File: src/rtl/stream_sched.sv
// Programmable read/write strobe scheduler: independent periods, optional beat
// limits, start/stop/hold control and an exclusive mode that never fires both ports at once.
module stream_sched #(
  parameter int CNT_W   = 8,
  parameter int BEATS_W = 16
) (
  input  logic               clk,
  input  logic               rst,
  input  logic [CNT_W-1:0]   cfg_rd_period,
  input  logic [CNT_W-1:0]   cfg_wr_period,
  input  logic [BEATS_W-1:0] cfg_rd_beats,
  input  logic [BEATS_W-1:0] cfg_wr_beats,
  input  logic               cfg_exclusive,
  input  logic               start,
  input  logic               stop,
  input  logic               hold,
  output logic               read_active,
  output logic               write_active,
  output logic               busy,
  output logic               done,
  output logic               overrun,
  output logic [BEATS_W-1:0] rd_beat_cnt,
  output logic [BEATS_W-1:0] wr_beat_cnt
);

  typedef enum logic [1:0] {IDLE = 2'd0, RUN = 2'd1, DONE = 2'd2} state_t;

  state_t             state;
  logic [CNT_W-1:0]   rd_period, wr_period;
  logic [CNT_W-1:0]   rd_phase, wr_phase;
  logic [BEATS_W-1:0] rd_limit, wr_limit;
  logic               excl;
  logic               rd_pend, wr_pend;

  function automatic logic [CNT_W-1:0] next_phase(input logic [CNT_W-1:0] phase,
                                                  input logic [CNT_W-1:0] period);
    return (phase == period) ? '0 : phase + CNT_W'(1);
  endfunction

  // Stage 0: dues, arbitration and pend bookkeeping from the current run state
  logic sched_p0;
  logic rd_lim_p0, wr_lim_p0, rd_fin_p0, wr_fin_p0;
  logic rd_due_p0, wr_due_p0, rd_req_p0, wr_req_p0;
  logic contend_p0, rd_iss_p0, wr_iss_p0;
  logic rd_pend_nx_p0, wr_pend_nx_p0, ovr_p0, done_p0;

  assign sched_p0  = (state == RUN) && !hold;
  assign rd_lim_p0 = (rd_limit != '0);
  assign wr_lim_p0 = (wr_limit != '0);
  assign rd_fin_p0 = rd_lim_p0 && (rd_beat_cnt == rd_limit);
  assign wr_fin_p0 = wr_lim_p0 && (wr_beat_cnt == wr_limit);

  assign rd_due_p0 = sched_p0 && !rd_fin_p0 && (rd_phase == rd_period);
  assign wr_due_p0 = sched_p0 && !wr_fin_p0 && (wr_phase == wr_period);
  assign rd_req_p0 = rd_due_p0 || (sched_p0 && !rd_fin_p0 && rd_pend);
  assign wr_req_p0 = wr_due_p0 || (sched_p0 && !wr_fin_p0 && wr_pend);

  // A side that already waited (pend) wins the next collision, so sides alternate
  assign contend_p0    = excl && rd_req_p0 && wr_req_p0;
  assign rd_iss_p0     = contend_p0 ? rd_pend  : rd_req_p0;
  assign wr_iss_p0     = contend_p0 ? !rd_pend : wr_req_p0;
  assign rd_pend_nx_p0 = contend_p0 && !rd_pend;
  assign wr_pend_nx_p0 = contend_p0 && rd_pend;

  assign ovr_p0  = (rd_due_p0 && rd_pend) || (wr_due_p0 && wr_pend);
  assign done_p0 = rd_lim_p0 && wr_lim_p0 && rd_fin_p0 && wr_fin_p0;

  // Stage 1: control FSM and registered outputs
  always_ff @(posedge clk) begin
    if (rst) begin
      state        <= IDLE;
      read_active  <= 1'b0;
      write_active <= 1'b0;
      busy         <= 1'b0;
      done         <= 1'b0;
      overrun      <= 1'b0;
      rd_beat_cnt  <= '0;
      wr_beat_cnt  <= '0;
      rd_phase     <= '0;
      wr_phase     <= '0;
      rd_pend      <= 1'b0;
      wr_pend      <= 1'b0;
    end else begin
      read_active  <= 1'b0;
      write_active <= 1'b0;
      done         <= 1'b0;
      case (state)
        IDLE: begin
          if (start) begin
            rd_period   <= cfg_rd_period;
            wr_period   <= cfg_wr_period;
            rd_limit    <= cfg_rd_beats;
            wr_limit    <= cfg_wr_beats;
            excl        <= cfg_exclusive;
            rd_phase    <= '0;
            wr_phase    <= '0;
            rd_pend     <= 1'b0;
            wr_pend     <= 1'b0;
            rd_beat_cnt <= '0;
            wr_beat_cnt <= '0;
            overrun     <= 1'b0;
            busy        <= 1'b1;
            state       <= RUN;
          end
        end
        RUN: begin
          if (stop) begin
            state   <= IDLE;
            busy    <= 1'b0;
            rd_pend <= 1'b0;
            wr_pend <= 1'b0;
          end else if (done_p0) begin
            state <= DONE;
            busy  <= 1'b0;
            done  <= 1'b1;
          end else if (sched_p0) begin
            read_active  <= rd_iss_p0;
            write_active <= wr_iss_p0;
            rd_beat_cnt  <= rd_beat_cnt + BEATS_W'(rd_iss_p0);
            wr_beat_cnt  <= wr_beat_cnt + BEATS_W'(wr_iss_p0);
            if (!rd_fin_p0) rd_phase <= next_phase(rd_phase, rd_period);
            if (!wr_fin_p0) wr_phase <= next_phase(wr_phase, wr_period);
            rd_pend <= rd_pend_nx_p0;
            wr_pend <= wr_pend_nx_p0;
            if (ovr_p0) overrun <= 1'b1;
          end
        end
        DONE: state <= IDLE;
        default: state <= IDLE;
      endcase
    end
  end

endmodule

File: config.mk
export PLATFORM = sky130hd
export DESIGN_NAME = stream_sched
export DESIGN_NICKNAME = d
export VERILOG_FILES = /design/src/rtl/stream_sched.sv
export SDC_FILE = /design/constraint.sdc
export NUM_CORES = 1
export LEC_CHECK = 0
export ABC_AREA = 1
export CAP_MARGIN = 0
export CORE_ASPECT_RATIO = 0.5
export CORE_MARGIN = 3
export CORE_UTILIZATION = 40
export DETAILED_ROUTE_END_ITERATION = 8
export SYNTH_ARGS = -nofsm -noshare
export SYNTH_HDL_FRONTEND = slang
export SYNTH_SLANG_ARGS = --single-unit
File: constraint.sdc
create_clock -name clk -period 4.3 [get_ports clk]
set_clock_uncertainty 0.05 [all_clocks]
set_input_delay 0.43 -clock clk [delete_from_list [all_inputs] [get_ports clk]]
set_output_delay 0.43 -clock clk [all_outputs]
set_load 0.01 [all_outputs]
==> impl_table.tex, run 1 <==
\begin{tabular}{lr}
\hline
Metric & Value \\
\hline
\multicolumn{2}{l}{\textbf{Status}} \\
Result of the run & complete, no violations \\
\multicolumn{2}{l}{\textbf{Synthesis}} \\
EDFF count, synth & 49 \\
Share of Yosys cell area claimed by the top area cell type & 26.47\% \\
Net count after synthesis & 792 \\
Largest cells by area after synthesis & edfxtp\_1 26\%, dfxtp\_1 21\%, nand2\_1 14\% \\
Largest area contributor in the netlist & edfxtp\_1 \\
Complex-gate fraction of the synthesized area & 5.268\% \\
Cell area after synthesis & 5558 µm² \\
Mean area per synthesized cell & 7.593 µm² \\
Synth Instances & 732 \\
Adder and majority cell fraction of the synthesized area & under 10\% \\
Dominant register cell in the synthesized netlist & dfxtp\_1 \\
Part of the Yosys area used for sequential elements & 47.01\% \\
Synthesized-area fraction occupied by and/or/nand/nor cells & 30.75\% \\
Xor and xnor fraction of the mapped netlist area & between 7 and 8\% \\
Number of distinct standard cells referenced by the synthesized netlist & 32 \\
Fraction of synthesized area in multiplexers & 0\% \\
Main combinational cell family by area after synthesis & simple AND/OR/NAND/NOR gates \\
Yosys synthesis warning count & 0 \\
Flip-flop and latch count after synthesis & 106 \\
Share of flip-flops with an asynchronous set or reset after synthesis & 0\% \\
\multicolumn{2}{l}{\textbf{Clock network}} \\
\# hold bufs at CTS & 0 \\
Number of H-tree branching levels & 3 \\
Clock input transition at the sequential cells of the worst setup and hold paths & 0.07 ns \\
Root Buffer & clkbuf\_16 \\
Number of clock sinks & 106 \\
Clock latency of the later-clocked register in the worst-skew pair & $\sim$0.35 ns \\
Maximum clock path buffer count & 2 \\
Postcts setup bufs & 0 \\
Number of gates resized after cts & 0 \\
Num CTS Buffers & 9 \\
TritonCTS clock tree & done \\
\multicolumn{2}{l}{\textbf{Timing}} \\
Number of failing hold endpoints at the final stage & 0 \\
Period utilisation layout & 75.59\% \\
Smallest setup slack after layout & 1.050 ns \\
Final critical delay including setup and external delays & 3.250 ns \\
Setup repair after global routing missed its margin & no \\
Setup-violating endpoint count in the final report & 0 \\
Number of slew-limit violations in the final report & 0 \\
Max Fclk & 307.7 MHz \\
Headroom to the max-slew limit & 33.82\% \\
Worst-margin pin slew & approximately 0.99 ns \\
Total Neg Setup Slack & 0 ns \\
\multicolumn{2}{l}{\textbf{Cells and area}} \\
Antenna diodes & 0 \\
Share of layout cells above drive strength 1 & 5.386\% \\
Number of nets at the end of the flow & 872 \\
Layout filler cell count & 1255 \\
Finished layout cell area & roughly 7000 µm² \\
Layout Area Growth over Synthesis & 23.77\% \\
\multicolumn{2}{l}{\textbf{Route}} \\
Final wirelength & 12.85 mm \\
Met2 Wirelength & 5.750 mm \\
Routed metal-1 wirelength & 6.334 mm \\
Routed length on met3 & 547 µm \\
Routed vias & 4691 \\
DRT Pass-1 Iters & 5 \\
Post-route ant nets & 0 \\
DRC errors left & 0 \\
Via-per-instance ratio & 4.677 \\
Iter 0 DRT Violations & 370 \\
Routed length per placed instance & $\sim$13 µm \\
Uppermost layer routed & met4 \\
\multicolumn{2}{l}{\textbf{Placement}} \\
Post-detail-place hpwl & 9.370 mm \\
Final weighted congestion of routability-driven global placement & 0.9001 \\
Cell area reported after detailed placement & 6599 µm² \\
Number of port buffers & 90 \\
Worst setup timing slack at the placement stage & 1.107 ns \\
\multicolumn{2}{l}{\textbf{Die}} \\
Core area & 13100 µm² \\
I/O pin count & 91 \\
Effective utilization at floorplan & 42.43\% \\
Die span in x & approximately 170 µm \\
Height of the chip & 89.35 µm \\
Die outline area & 15430 µm² \\
Cell Rows & 29 \\
\multicolumn{2}{l}{\textbf{GRT}} \\
Number of antenna violations at the first check in global routing & 0 \\
Wire length of the first global-routing pass & approximately 22 mm \\
Total global routing overflow & 0 \\
Pin count of the biggest net entering global routing & 37 \\
GRT Util Overall & $\sim$17\% \\
Via count of the first global-routing pass & 4512 \\
\multicolumn{2}{l}{\textbf{Power and ir drop}} \\
P per Cell Area & 300.7 nW/µm² \\
Leakage Power & $\sim$2.6 nW \\
Worst VDD drop & between 0.15 and 0.2 mV \\
\multicolumn{2}{l}{\textbf{Worst setup path}} \\
Kind of critical path & flop to flop \\
Required time of the critical path & 4.47 ns \\
Kind of start point of the critical path & flop \\
Crit-path max FO & 30 \\
Arrival time worst endpoint & between 3 and 4 ns \\
Worst setup EP type & flop \\
\multicolumn{2}{l}{\textbf{Run}} \\
Max-cap check violation count & 0 \\
\multicolumn{2}{l}{\textbf{Min path}} \\
Path category of the worst min-delay check & flop to flop \\
\hline
\end{tabular}
==> layout make-up <==
type | count | area [µm²] | area share, %
well taps | 186 | 232.7 | 3.383
flip-flops and latches | 106 | 2613 | 37.98
inverters | 87 | 326.6 | 4.747
clock inverters | 6 | 51.30 | 0.7457
repair buffers | 94 | 930.9 | 13.53
multi-input cells | 514 | 2496 | 36.29
clock buffers | 10 | 229.0 | 3.328
==> metrics by stage <==
step	instances	hold WS [ns]	utilization (%)	total power, mW
4_1_cts	1003	0.4189	52.52	2.088
6_report	1003	0.4179	52.52	2.068
3_5_place_dp	987	0.4080	50.38	1.305
3_3_place_gp	987	0.4006	50.38	1.301
2_1_floorplan	732	0.3891	-	1.225
5_1_grt	1003	0.4652	52.52	2.151
==> state kept, by name, indices dropped and copies added, names as in the netlist <==
register and cells:
excl 1, read_active 1, wr_phase 8, rd_period 8, state 2, wr_beat_cnt 16, wr_pend 1, done 1
rd_beat_cnt 16, write_active 1, rd_phase 8, rd_pend 1, rd_limit 16, wr_period 8, wr_limit 16, busy 1
overrun 1
==> placed cells by master, fill, tap and decap left out, types with 4 or more instances in the layout <==
cell type and n:
edfxtp_1 49, inv_1 70, clkbuf_16 9, dfxtp_1 57, ha_1 6, clkdlybuf4s50_1 90
nand3_1 48, and3_1 4, nor3_1 22, o21ai_1 4, nand2_1 200, a21oi_1 45
nor2_1 101, nand4_1 19, xnor2_1 11, inv_2 17, xor2_1 36, buf_4 4
==> kinds of logic (layout without fill, tap and decap cells) <==
group / Yosys count / count (layout)
AOI/OAI and AO/OA: 55 / 55
xor gates and xnor gates: 47 / 47
adders and majority gates: 6 / 6
buffers and inverters: 112 / 197
DFF: 106 / 106
and+or+nand+nor: 406 / 406
==> cells in the mapped netlist, types with 11 or more instances <==
| cell type | number |
|---|---|
| a21oi_1 | 45 |
| buf_2 | 14 |
| dfxtp_1 | 57 |
| edfxtp_1 | 49 |
| inv_1 | 70 |
| inv_2 | 17 |
| nand2_1 | 200 |
| nand3_1 | 48 |
| nand4_1 | 19 |
| nor2_1 | 102 |
| nor3_1 | 22 |
| xnor2_1 | 11 |
| xor2_1 | 36 |
==> worst paths after layout <==
| path | startpoint | to | slack, ns | cells after the start |
|---|---|---|---|---|
| max | state[0] | wr_beat_cnt[0] | 1.05 | 12 |
| min | wr_pend | wr_pend | 0.42 | 2 |
| max reg2reg | state[0] | wr_beat_cnt[0] | 1.05 | 12 |
| min reg2reg | wr_pend | wr_pend | 0.42 | 2 |
==> worst max-delay path, stage by stage (launching register included) <==
cell,delay (ns)
dfxtp_1,0.33
inv_1,0.05
nor2_2,0.20
inv_1,0.48
nor2_4,0.32
nand2_1,0.10
nand2_1,0.14
nand2_2,0.37
nand2_1,0.47
buf_4,0.37
nand2_1,0.09
o21ai_1,0.08
nor2_1,0.05
==> report_power, final <==
| part | switching [mW] | total [mW] | internal (mW) |
|---|---|---|---|
| logic | 0.104 | 0.182 | 0.0775 |
| registers | 0.0169 | 1.10 | 1.08 |
| clock network | 0.385 | 0.786 | 0.401 |
==> layer usage <==
metal | track usage, % | up-vias
met1 | 22.78 | 2080
met4 | 4.702 | 0
met5 | 0 | -
met3 | 3.605 | 17
met2 | 29.34 | 92
li1 | - | 2502
Power figures use the tool's default switching activity.
==> run 2, diff against run 1 <==
- PLACE_DENSITY: unset -> 0.65
- clock period: 4.3 -> 2.8 ns (I/O delays scaled with it)
==> run 2 against run 1 <==
Setup slack worse by 0.85 ns; routed wire length increased by 5.9%; sequential cell count unchanged; register-to-register slack worse by 0.85 ns; sequential power is 53% higher; core utilization rose by 4.6 points; non-clock buffer count grew 53.
==> impl_table.tex, run 2 (synthesis gave the netlist of run 1 again) <==
\begin{tabular}{lr}
\hline
Metric & Value \\
\hline
\multicolumn{2}{l}{\textbf{Clock network}} \\
Number of clock sinks & approximately 110 \\
TritonCTS clock tree & done \\
Clock input transition at the sequential cells of the worst setup and hold paths & 0.07 ns \\
\# hold bufs at CTS & 0 \\
Num CTS Buffers & 9 \\
Maximum clock path buffer count & 2 \\
Root Buffer & clkbuf\_16 \\
Number of H-tree branching levels & 3 \\
Clock latency of the later-clocked register in the worst-skew pair & 0.35 ns \\
\multicolumn{2}{l}{\textbf{Cells and area}} \\
Layout Area Growth over Synthesis & 34.56\% \\
Commonest non-fill, non-tap cell in the layout & nand2\_1 \\
Number of nets at the end of the flow & roughly 900 \\
Most frequent cells in the layout & 192 x nand2\_1, 90 x nor2\_1, 90 x clkdlybuf4s50\_1 \\
Final standard cell count with taps included and fillers excluded & 1056 \\
Finished layout cell area & 7478 µm² \\
Antenna diodes & 0 \\
Share of layout cells above drive strength 1 & 16.44\% \\
\multicolumn{2}{l}{\textbf{Die}} \\
I/O pin count & 91 \\
Cell Rows & 29 \\
Die outline area & 15430 µm² \\
Core area & 13100 µm² \\
Die span in x & 172.7 µm \\
Effective utilization at floorplan & 42.43\% \\
Height of the chip & 89.35 µm \\
\multicolumn{2}{l}{\textbf{Route}} \\
Final wirelength & 13.60 mm \\
Post-route ant nets & 0 \\
Routed length per placed instance & 12.88 µm \\
Via-per-instance ratio & 4.817 \\
DRT Pass-1 Iters & 5 \\
Routed vias & 5087 \\
Iter 0 DRT Violations & 348 \\
DRC errors left & 0 \\
\multicolumn{2}{l}{\textbf{Timing}} \\
Final worst hold slack & 0.4101 ns \\
Smallest setup slack after layout & 0.2015 ns \\
Period utilisation layout & 92.80\% \\
Final critical delay including setup and external delays & 2.598 ns \\
Max Fclk & 384.8 MHz \\
Number of slew-limit violations in the final report & 0 \\
Number of failing hold endpoints at the final stage & 0 \\
Worst-margin pin slew & 0.5420 ns \\
Setup-violating endpoint count in the final report & 0 \\
Headroom to the max-slew limit & a little under two thirds \\
\multicolumn{2}{l}{\textbf{Power and ir drop}} \\
Switching Fraction & between 20\% and 30\% \\
Switch Pwr & about 760 µW \\
Relative contribution of sequential cells to total power & 50.4\% \\
Combinational power share & 9.0\% \\
Portion of total power attributed to the clock network & 40.6\% \\
Leakage Power & slightly below 3 nW \\
Internal power & 2.578 mW \\
Worst VDD drop & 0.2542 mV \\
P per Cell Area & 446.8 nW/µm² \\
\multicolumn{2}{l}{\textbf{Min path}} \\
Hold Path Stages & 2 \\
Path category of the worst min-delay check & flop to flop \\
\multicolumn{2}{l}{\textbf{Worst setup path}} \\
Crit-path max FO & 3 \\
Kind of critical path & flop to flop \\
Kind of start point of the critical path & flop \\
Arrival time worst endpoint & 2.77 ns \\
Worst setup EP type & flop \\
Cell depth of the worst flop-to-flop path & 19 \\
Required time of the critical path & 2.97 ns \\
\multicolumn{2}{l}{\textbf{Run}} \\
Max-cap check violation count & 0 \\
\multicolumn{2}{l}{\textbf{Placement}} \\
Post-detail-place hpwl & 9.903 mm \\
Final weighted congestion of routability-driven global placement & 0.8749 \\
Cell area reported after detailed placement & 6959 µm² \\
Worst setup timing slack at the placement stage & -0.004764 ns \\
Number of port buffers & 90 \\
Placed cell count & slightly above 1000 \\
\multicolumn{2}{l}{\textbf{Status}} \\
Result of the run & complete, no violations \\
\multicolumn{2}{l}{\textbf{GRT}} \\
Number of antenna violations at the first check in global routing & 0 \\
Total global routing overflow & 0 \\
Wire length of the first global-routing pass & around 22 mm \\
GRT Util Overall & 17.58\% \\
Pin count of the biggest net entering global routing & 42 \\
Via count of the first global-routing pass & around 4800 \\
\hline
\end{tabular}
==> run 2: layout make-up <==
class	instances	area, µm²
Fill cell	1217	5620
Multi-Input combinational cell	514	2638
Sequential cell	106	2635
Timing Repair Buffer	147	1329
Inverter	87	326.6
Tap cell	186	232.7
Clock buffer	10	229.0
Clock inverter	6	88.84
==> run 2: final timing paths <==
kind	from	end	slack (ns)
max	wr_limit[9]	wr_beat_cnt[15]	0.20
min	wr_pend	wr_pend	0.41
min reg2reg	wr_pend	wr_pend	0.41
max reg2reg	wr_limit[9]	wr_beat_cnt[15]	0.20
==> run 2: routing by layer <==
metal / part of all wire, % / global-route usage (%)
met4: 0.72 / 3.159
met3: 3.6 / 3.605
met2: 48 / 32.03
met5: 0 / 0
met1: 48 / 22.33
==> run 2: through the flow <==
step	utilization, %	setup TNS (ns)	power [mW]
floorplan	-	0	1.880
CTS	55.62	0	3.379
global placement	53.13	0	2.014
finish	57.09	0	3.342
detailed placement	53.13	-0.004764	2.018
global route	57.09	-0.2453	3.480
==> run 2: power groups by stage <==
stage | Sequential (mW) | Combinational, mW | Clock [mW]
2_1_floorplan | 1.72 | 0.159 | 0
3_3_place_gp | 1.72 | 0.293 | 0
3_5_place_dp | 1.72 | 0.296 | 0
4_1_cts | 1.69 | 0.297 | 1.39
5_1_grt | 1.69 | 0.334 | 1.46
6_report | 1.68 | 0.301 | 1.36
==> run 2: critical path, stage by stage, from the launching register on <==
cell and delay [ns]:
edfxtp_1 0.41, nor3_1 0.20, nand2_1 0.07, nor2_1 0.08
nand2_1 0.09, nand3_4 0.14, nand3_4 0.10, buf_4 0.14
inv_1 0.06, nand2_2 0.08, inv_2 0.07, ha_2 0.16
inv_1 0.04, nor2_2 0.10, nand2_2 0.09, nor3_4 0.22
xor2_1 0.18, nor2_1 0.06, nand2_1 0.07, a21oi_1 0.06
==> run 2: timing repair <==
action                                  4_1_cts  5_1_grt
gates cloned                                  0        0
pin swaps                                     0       15
hold endpoints to repair                      0        0
endpoints found under the setup margin        4       22
setup buffers                                 0        5
gates resized for setup                       4       52
==> run 3, diff against run 2 <==
- SETUP_SLACK_MARGIN: unset -> 0.15
==> run 3 against run 2 <==
Clock-buffer cell count unchanged; hold slack improved by 0.0015 ns; sequential cell count unchanged; design area increased by 1.7%; critical path depth increased by 1; largest power group unchanged; via count increased by 2.3%; clock power about the same; maximum frequency increased by 0.75%.
==> impl_table.tex, run 3 (synthesis gave the netlist of run 1 again) <==
\begin{tabular}{lr}
\hline
Metric & Value \\
\hline
\multicolumn{2}{l}{\textbf{Worst setup path}} \\
Required time of the critical path & a little over 3 ns \\
Kind of critical path & flop to flop \\
Crit-path max FO & 4 \\
Worst setup EP type & flop \\
Reg2Reg Capture Point & rd\_beat\_cnt[7] \\
Cells along the critical path & xor2\_1 -> nor2\_1 -> nand2\_1 -> nor2\_2 -> nand3\_2 -> nand3\_2 -> nor2\_2 -> nand2\_2 -> nand2\_2 -> inv\_2 -> ha\_4 -> inv\_2 -> nor3\_2 -> buf\_4 -> nand2\_4 -> buf\_6 -> xor2\_1 -> nor2\_1 -> nand2\_1 -> a21oi\_1 \\
Number of buffer and inverter instances along the worst setup path & 4 \\
Top delay family on crit path & simple AND/OR/NAND/NOR gates \\
Kind of start point of the critical path & flop \\
Arrival time worst endpoint & 2.81 ns \\
Cell with the largest stage delay on the worst path & edfxtp\_1 \\
Cell depth of the worst flop-to-flop path & 20 \\
Critical register-to-register path startpoint & rd\_limit[13] \\
R2r setup slk & 0.22 ns \\
Max incr delay on CP & approximately 0.43 ns \\
\multicolumn{2}{l}{\textbf{GRT}} \\
GRT Util Overall & 17.64\% \\
Pin count of the biggest net entering global routing & 42 \\
Number of antenna violations at the first check in global routing & 0 \\
Met2 Use GR & roughly a third \\
Met3 capacity usage during global routing & 3.605\% \\
Routing layer with the top usage in global route & met2 \\
Via count of the first global-routing pass & 4788 \\
Wire length of the first global-routing pass & 22.32 mm \\
Total global routing overflow & 0 \\
Met1 layer usage reported by global route & 22.36\% \\
\multicolumn{2}{l}{\textbf{Cells and area}} \\
Share of layout cells above drive strength 1 & a little under a fifth \\
Finished layout cell area & 7602 µm² \\
Commonest non-fill, non-tap cell in the layout & nand2\_1 \\
Number of nets at the end of the flow & 930 \\
Most frequent cells in the layout & 191 x nand2\_1, 90 x clkdlybuf4s50\_1, 84 x nor2\_1 \\
Layout Area Growth over Synthesis & 36.79\% \\
Layout filler cell count & about 1200 \\
Antenna diodes & 0 \\
\multicolumn{2}{l}{\textbf{Timing}} \\
Setup-violating endpoint count in the final report & 0 \\
Headroom to the max-slew limit & between 60\% and 70\% \\
Smallest setup slack after layout & around 0.22 ns \\
Final critical delay including setup and external delays & 2.579 ns \\
Period utilisation layout & 92.11\% \\
Number of failing hold endpoints at the final stage & 0 \\
Worst-margin pin slew & 0.5551 ns \\
Max Fclk & 387.7 MHz \\
Number of slew-limit violations in the final report & 0 \\
Setup repair after global routing missed its margin & yes \\
\multicolumn{2}{l}{\textbf{Clock network}} \\
Maximum clock path buffer count & 2 \\
Clock latency of the later-clocked register in the worst-skew pair & 0.35 ns \\
Root Buffer & clkbuf\_16 \\
Num CTS Buffers & 9 \\
\# hold bufs at CTS & 0 \\
Number of H-tree branching levels & 3 \\
Number of clock sinks & approximately 110 \\
TritonCTS clock tree & done \\
Clock input transition at the sequential cells of the worst setup and hold paths & 0.07 ns \\
\multicolumn{2}{l}{\textbf{Route}} \\
Routed vias & $\sim$5200 \\
Iter 0 DRT Violations & 357 \\
DRC errors left & 0 \\
Post-route ant nets & 0 \\
Final wirelength & 13.87 mm \\
DRT Pass-1 Iters & 7 \\
Via-per-instance ratio & 4.907 \\
Routed length per placed instance & 13.08 µm \\
\multicolumn{2}{l}{\textbf{Power and ir drop}} \\
Leakage Power & 2.965 nW \\
P per Cell Area & 440.8 nW/µm² \\
Worst VDD drop & 0.2574 mV \\
\multicolumn{2}{l}{\textbf{Die}} \\
Effective utilization at floorplan & 42.43\% \\
Core area & 13100 µm² \\
Die outline area & roughly 15000 µm² \\
Height of the chip & slightly below 90 µm \\
I/O pin count & 91 \\
Cell Rows & 29 \\
Die span in x & 172.7 µm \\
\multicolumn{2}{l}{\textbf{Min path}} \\
Hold Path Stages & 2 \\
Startpoint of the most critical hold path & wr\_pend \\
Path category of the worst min-delay check & flop to flop \\
Endpoint, Worst Hold & wr\_pend \\
\multicolumn{2}{l}{\textbf{Placement}} \\
Worst setup timing slack at the placement stage & -0.004764 ns \\
Number of port buffers & 90 \\
Post-detail-place hpwl & 9.903 mm \\
Final weighted congestion of routability-driven global placement & roughly 0.9 \\
Cell area reported after detailed placement & approximately 7000 µm² \\
\multicolumn{2}{l}{\textbf{Status}} \\
Result of the run & complete, no violations \\
\multicolumn{2}{l}{\textbf{Run}} \\
Max-cap check violation count & 0 \\
\hline
\end{tabular}
run 3: changes by cell type in the layout (fill, tap and decap cells not counted), moves of 2 or more:
cell / before / now
buf_4: 57 / 61
ha_4: 1 / 3
inv_1: 66 / 63
inv_2: 21 / 23
nand2_2: 10 / 8
nand2_4: 0 / 3
nor2_1: 90 / 84
nor2_2: 10 / 14
nor2_4: 4 / 6
nor3_2: 1 / 3
run 3: worst max path at each step:
stage / cells past startpoint / start / end
finish: 20 / rd_limit[13] / rd_beat_cnt[7]
global route: 20 / wr_limit[9] / rd_beat_cnt[13]
CTS: 21 / wr_limit[3] / rd_beat_cnt[7]
detailed placement: 22 / rd_beat_cnt[2] / rd_beat_cnt[9]
global placement: 21 / rd_beat_cnt[6] / rd_beat_cnt[13]
floorplan: 22 / rd_beat_cnt[6] / rd_beat_cnt[15]
run 3: area by class of cell:
type / count / area (µm²) / area share [%]
clock buffer: 10 / 229.0 / 3.012
clock inverter: 6 / 88.84 / 1.169
inverter: 87 / 329.1 / 4.329
multi-input combinational: 514 / 2721 / 35.80
sequential: 106 / 2631 / 34.61
tap: 186 / 232.7 / 3.061
timing repair buffer: 152 / 1370 / 18.02
run 3: routing by layer:
layer  wire [µm]  share of wire [%]
met1        6277                 45
met5           0                  0
met4         146                1.1
met2        6754                 49
met3         695                5.0
run 3: metrics by stage:
step / hold slack, ns / power, mW / std cells / setup TNS, ns / util, %
floorplan: 0.3289 / 1.880 / 732 / 0 / -
global placement: 0.4040 / 2.014 / 1035 / 0 / 53.13
detailed placement: 0.4054 / 2.018 / 1035 / -0.004764 / 53.13
CTS: 0.4159 / 3.380 / 1052 / 0 / 55.93
global route: 0.4150 / 3.484 / 1061 / -0.07077 / 58.04
finish: 0.4117 / 3.351 / 1061 / 0 / 58.04
run 3: tightest hold or removal path: cells and delay by family (launching register included):
family | cells | cell delay (ns)
AOI/OAI and AO/OA | 1 | 0.05
and+or+nand+nor | 1 | 0.06
DFF | 1 | 0.31
run 3: power by group:
group	leakage [nW]	internal, mW	switching (mW)
logic	1.89	0.130	0.173
clock network	0.151	0.786	0.577
registers	0.922	1.66	0.0227
total	2.97	2.58	0.772
run 3: what timing repair did:
item                                    CTS  global route
pin swaps                                 3            22
resized for setup                        17            60
cloned                                    0             0
buffers inserted                          1             9
endpoints found under the setup margin   14            25
